File: src/rtl/led_blink_driver.sv
// led_blink_driver: turns a one-shot blink request (N pulses) into a timed
// LED pattern of N on/off pulses. Each pulse is ON_CYCLES high followed by
// OFF_CYCLES low. The final low phase always runs, so back-to-back requests
// are always separated by a visible gap.
// Requests use a valid/ready handshake. led, busy and req_ready all come
// straight from flops.
//
// Optional feature macro: LED_BLINK_QUEUE_EN
//   Defined     : adds a one-entry holding register, so a second request can
//                 be accepted while a pattern runs. req_ready = ~queue_full.
//   Not defined : no holding register. req_ready is high only in IDLE.

module led_blink_driver #(
  parameter int ON_CYCLES  = 25_000_000,
  parameter int OFF_CYCLES = 25_000_000,
  parameter int CNT_W      = 4
) (
  input  logic             clk,
  input  logic             rst_n,
  input  logic             req_valid,
  input  logic [CNT_W-1:0] req_count,
  output logic             req_ready,
  output logic             busy,
  output logic             led
);

  // Timer must hold the longer of the two phase lengths.
  localparam int MAX_CYC = (ON_CYCLES > OFF_CYCLES) ? ON_CYCLES : OFF_CYCLES;
  localparam int TMR_W   = (MAX_CYC < 2) ? 1 : $clog2(MAX_CYC + 1);

  // The timer is reloaded with (length - 1). A phase then lasts exactly
  // `length` cycles, with the exit decision taken while timer == 0.
  localparam logic [TMR_W-1:0] ON_LOAD  = TMR_W'(ON_CYCLES - 1);
  localparam logic [TMR_W-1:0] OFF_LOAD = TMR_W'(OFF_CYCLES - 1);

  typedef enum logic [1:0] {
    ST_IDLE = 2'd0,
    ST_ON   = 2'd1,
    ST_OFF  = 2'd2
  } state_t;

  state_t             state_reg,  state_next;
  logic [TMR_W-1:0]   timer_reg,  timer_next;
  logic [CNT_W-1:0]   pulses_reg, pulses_next;
  logic               led_reg,    led_next;
  logic               busy_reg,   busy_next;
  logic               ready_reg,  ready_next;

  logic accept;
  logic start_valid;
  logic phase_done;
  logic final_end;

`ifdef LED_BLINK_QUEUE_EN
  logic               q_full_reg,  q_full_next;
  logic [CNT_W-1:0]   q_count_reg, q_count_next;
  logic               direct_start;
`endif

  // The handshake completes on the registered ready. A zero-count request
  // is consumed but never starts or queues a pattern.
  assign accept      = req_valid && ready_reg;
  assign start_valid = accept && (req_count != '0);
  assign phase_done  = (timer_reg == '0);
  assign final_end   = (state_reg == ST_OFF) && phase_done && (pulses_reg == '0);

  // Next-state, timer, pulse counter and registered-output computation.
  always_comb begin
    state_next  = state_reg;
    timer_next  = timer_reg;
    pulses_next = pulses_reg;
`ifdef LED_BLINK_QUEUE_EN
    q_full_next  = q_full_reg;
    q_count_next = q_count_reg;
    direct_start = 1'b0;
`endif

    case (state_reg)
      ST_IDLE: begin
        if (start_valid) begin
          state_next  = ST_ON;
          timer_next  = ON_LOAD;
          pulses_next = req_count;
`ifdef LED_BLINK_QUEUE_EN
          direct_start = 1'b1;
`endif
        end
      end

      ST_ON: begin
        if (phase_done) begin
          // One pulse's high phase is finished, so count it off here.
          state_next  = ST_OFF;
          timer_next  = OFF_LOAD;
          pulses_next = pulses_reg - CNT_W'(1);
        end else begin
          timer_next = timer_reg - TMR_W'(1);
        end
      end

      ST_OFF: begin
        if (phase_done) begin
          if (pulses_reg != '0) begin
            state_next = ST_ON;
            timer_next = ON_LOAD;
          end else begin
`ifdef LED_BLINK_QUEUE_EN
            // Chain the next pattern with no IDLE cycle: a held request
            // takes priority, then a request arriving on this very edge.
            if (q_full_reg) begin
              state_next  = ST_ON;
              timer_next  = ON_LOAD;
              pulses_next = q_count_reg;
              q_full_next = 1'b0;
            end else if (start_valid) begin
              state_next   = ST_ON;
              timer_next   = ON_LOAD;
              pulses_next  = req_count;
              direct_start = 1'b1;
            end else begin
              state_next = ST_IDLE;
            end
`else
            state_next = ST_IDLE;
`endif
          end
        end else begin
          timer_next = timer_reg - TMR_W'(1);
        end
      end

      default: begin
        state_next  = ST_IDLE;
        timer_next  = '0;
        pulses_next = '0;
      end
    endcase

`ifdef LED_BLINK_QUEUE_EN
    // A nonzero request that did not start a pattern directly is held. It
    // can only arrive while the holding register is empty, because
    // req_ready is low whenever the register is full.
    if (start_valid && !direct_start) begin
      q_full_next  = 1'b1;
      q_count_next = req_count;
    end
`endif

    // Outputs are computed from the next state, so each flop shows the
    // state that the same edge enters.
    led_next  = (state_next == ST_ON);
    busy_next = (state_next != ST_IDLE);
`ifdef LED_BLINK_QUEUE_EN
    ready_next = ~q_full_next;
`else
    ready_next = (state_next == ST_IDLE);
`endif
  end

  // State and output registers. Asynchronous reset drops the LED at once.
  always_ff @(posedge clk or negedge rst_n) begin
    if (!rst_n) begin
      state_reg  <= ST_IDLE;
      timer_reg  <= '0;
      pulses_reg <= '0;
      led_reg    <= 1'b0;
      busy_reg   <= 1'b0;
      ready_reg  <= 1'b1;
    end else begin
      state_reg  <= state_next;
      timer_reg  <= timer_next;
      pulses_reg <= pulses_next;
      led_reg    <= led_next;
      busy_reg   <= busy_next;
      ready_reg  <= ready_next;
    end
  end

`ifdef LED_BLINK_QUEUE_EN
  // One-entry request holding register. Any held request is lost on reset.
  always_ff @(posedge clk or negedge rst_n) begin
    if (!rst_n) begin
      q_full_reg  <= 1'b0;
      q_count_reg <= '0;
    end else begin
      q_full_reg  <= q_full_next;
      q_count_reg <= q_count_next;
    end
  end
`endif

  assign led       = led_reg;
  assign busy      = busy_reg;
  assign req_ready = ready_reg;

endmodule

File: config.mk
export PLATFORM = sky130hd
export DESIGN_NAME = led_blink_driver
export DESIGN_NICKNAME = d
export VERILOG_FILES = /design/src/rtl/led_blink_driver.sv
export SDC_FILE = /design/constraint.sdc
export NUM_CORES = 1
export LEC_CHECK = 0
export CORE_UTILIZATION = 25
export CTS_CLUSTER_DIAMETER = 200
export DETAILED_ROUTE_END_ITERATION = 10
export PLACE_DENSITY = 0.37
export SLEW_MARGIN = 15
export SYNTH_ARGS = -nofsm -noshare
export SYNTH_HDL_FRONTEND = slang
export SYNTH_SLANG_ARGS = --single-unit
File: constraint.sdc
create_clock -name clk -period 2.65 [get_ports clk]
set_clock_uncertainty 0.2 [all_clocks]
set_input_delay 0.53 -clock clk [delete_from_list [all_inputs] [get_ports clk]]
set_output_delay 0.53 -clock clk [all_outputs]
set_load 0.02 [all_outputs]
==> impl_metrics.ini <==
[synthesis]
syn_inst = 245
ys_seq_elements = 34
synth_ff_type = dfrtp_1
synth.avg_cell_area_um2 = 8.63
synth_top_area_cell = dfrtp_1
synth_warnings = 0
synth_cell_types = 48
synthArstFlopShare_pct = 100
synth_edf_count = 0
synth.yosys.seq_area_share_pct = 40.3
synth_top_area_share_pct = 39.1
mappedNetlistArea_um2 = 2110
synthesis.nets = 259
synth.area.top_cells = dfrtp_1 39%, o21ai_0 6.2%, a21oi_1 4.3%

[timing]
setup_viol = 0
fin_crit_ps = 2640
rsz0062_at_grt = true
setup_ws_ps = 9.63
hold_viol_final = 0
slew_violations = 0
max_freq_ghz = 0.379
hold_ws_ps = 132
worst_slew_pin_slew_ps = 818
tns_ps = 0
relSlewSlack_pct = 45.5
period_share_pct = 99.6

[final_layout]
utilization_pct = 34.3
nets = 303
largest_register_ff_count = 25
area_growth_pct = 33.2
layout.cells.non_filler = 395
final_area_um2 = 2820
drive_gt1_share_pct = 25.9
num_antenna_cells = 0

[critical_path]
r2r_end = led
rrSetupSlack_ps = 10
crit_fanout = 4
crit_type = reg -> reg
r2r_start = timer_reg[19]
worst_r2r_path_depth = 6
max_stage_delay_ps = 550
cp_slowest_cell = or4_4
path_cells = or4_4, or2_4, or4b_4, mux2_4, a31oi_4, and2b_1
path_delay_family = simple AND/OR/NAND/NOR gates
crit_required_ps = 2680
cp.arrival_ps = 2670
crit_path_end_kind = flop
cp.buffers_inverters = 0
crit_path_start_kind = flop

[clocking]
path_clk_slew_ps = 80
insertion_delay_ps = 290
cts_tree = done
clockBufferDepth = 2
htreeDepth = 2
clock-sinks = 34
numCtsBuffers = 5
root_buffer = clkbuf_8

[grt]
grt-ovfl-total = 0
grt_pass1_vias = 2026
grt_pass1_wl_um = 10500
grt_max_degree = 35
track_usage_pct = 15.5
grt_antenna_before_repair = 0

[die]
io_pins = 10
core_area_um2 = 8220
start_util_pct = 25.7
rows = 33
dieHeight_um = 93.9
fp.dieW_um = 93.9
die_area_um2 = 8820

[status]
status = completed

[detailed_routing]
routed_wl_um = 6300
vias = 1988
ant_nets = 0
drtPass1Iterations = 4
wire_per_inst_um = 15.9
drt_iter0_drc = 71
via_per_inst = 5.03
drc = 0

[power_and_ir_drop]
ir_worst_vdd_mv = 0.367
power_mw = 3.20
p_leak_nw = 1.15
power.density_nw_per_um2 = 1140

[place]
dp_slack_ps = -22.2
io_buffers = 9
gp_congestion = 0.746
placedInstanceArea_um2 = 2590
dp_hpwl_um = 4380
dp.cells = 384

[worst_hold_path]
worstHoldPathType = in -> async

[job]
cap_viol_max_count = 0
[how the worst max path moves through the flow]
| stage | from | end | slack [ps] | depth (start not counted) |
|---|---|---|---|---|
| after floorplan | timer_reg[0] | led | -10 | 7 |
| after global placement | req_count[1] | led | 0.6 | 7 |
| after detailed placement | timer_reg[0] | led | -20 | 7 |
| after CTS | timer_reg[0] | timer_reg[11] | -30 | 9 |
| after global routing | timer_reg[19] | led | -60 | 6 |
| final | timer_reg[19] | led | 10 | 6 |
[worst reg2reg max path, stage by stage (launching register included)]
cell and delay [ps]:
dfrtp_1 370, or4_4 550, or2_4 250, or4b_4 550, mux2_4 330, a31oi_4 180, and2b_1 150
[cells by family after synthesis]
kind of cell / synth area share [%]
compound gates: 25.8
flops: 40.3
fa+ha+maj: 4.14
mux: 0.710
xor+xnor: 0.415
simple gates: 23.6
buf+inv: 4.97
[layout make-up]
cell class,instances,area (um^2)
inverters,13,48.8
repair buffers,51,425
flip-flops and latches,34,852
clock inverters,1,5.00
well taps,105,131
multi-input cells,184,1270
clock buffers,7,86.3
fillers,881,5400
[synth_stat cells (3+ instances only)]
library cell and n:
inv_1 13, or3_1 3, dfrtp_1 33, nor3_1 17, and3_1 4, ha_1 7
nand2b_1 6, a21oi_1 18, o21ai_0 26, nand2_1 14, o31ai_1 9, nor2b_1 4
a31oi_1 6, clkbuf_1 10, buf_2 3, nand3_1 3, nor2_1 21, nor4_1 8
o22a_1 5
[metal layers]
metal / vias to the layer above / wire length [um] / share of wire [%] / track usage [%]
met5: - / 0 / 0 / 0
met2: 24 / 3020 / 48 / 26.1
met3: 6 / 124 / 2.0 / 2.75
met4: 0 / 66 / 1.0 / 4.49
met1: 965 / 3090 / 49 / 20.3
li1: 993 / - / - / -
[where the power goes]
part	total [mW]	switching, mW	internal (mW)	leakage (nW)
combinational	1.91	1.03	0.884	0.689
clock	0.412	0.202	0.210	0.0482
sequential	0.879	0.145	0.733	0.409
total	3.20	1.37	1.83	1.15
[timing repair]
item / 4_1_cts / 5_1_grt
gates cloned: 0 / 0
pin swaps: 1 / 6
setup buffers: 0 / 3
resized for setup: 4 / 15
setup endpoints to repair: 5 / 31
hold buffers: 0 / 0
[layout by cell type, fill, tap and decap left out, types with 7 or more instances in the layout]
| cell type | netlist | layout |
|---|---|---|
| buf_4 | 0 | 40 |
| dfrtp_1 | 33 | 33 |
| o21ai_0 | 26 | 26 |
| nor2_1 | 21 | 21 |
| nor3_1 | 17 | 17 |
| a21oi_1 | 18 | 16 |
| nand2_1 | 14 | 14 |
| inv_1 | 13 | 13 |
| o31ai_1 | 9 | 9 |
| clkdlybuf4s50_1 | 0 | 8 |
| nor4_1 | 8 | 7 |
(Power assumes the default switching activity.)
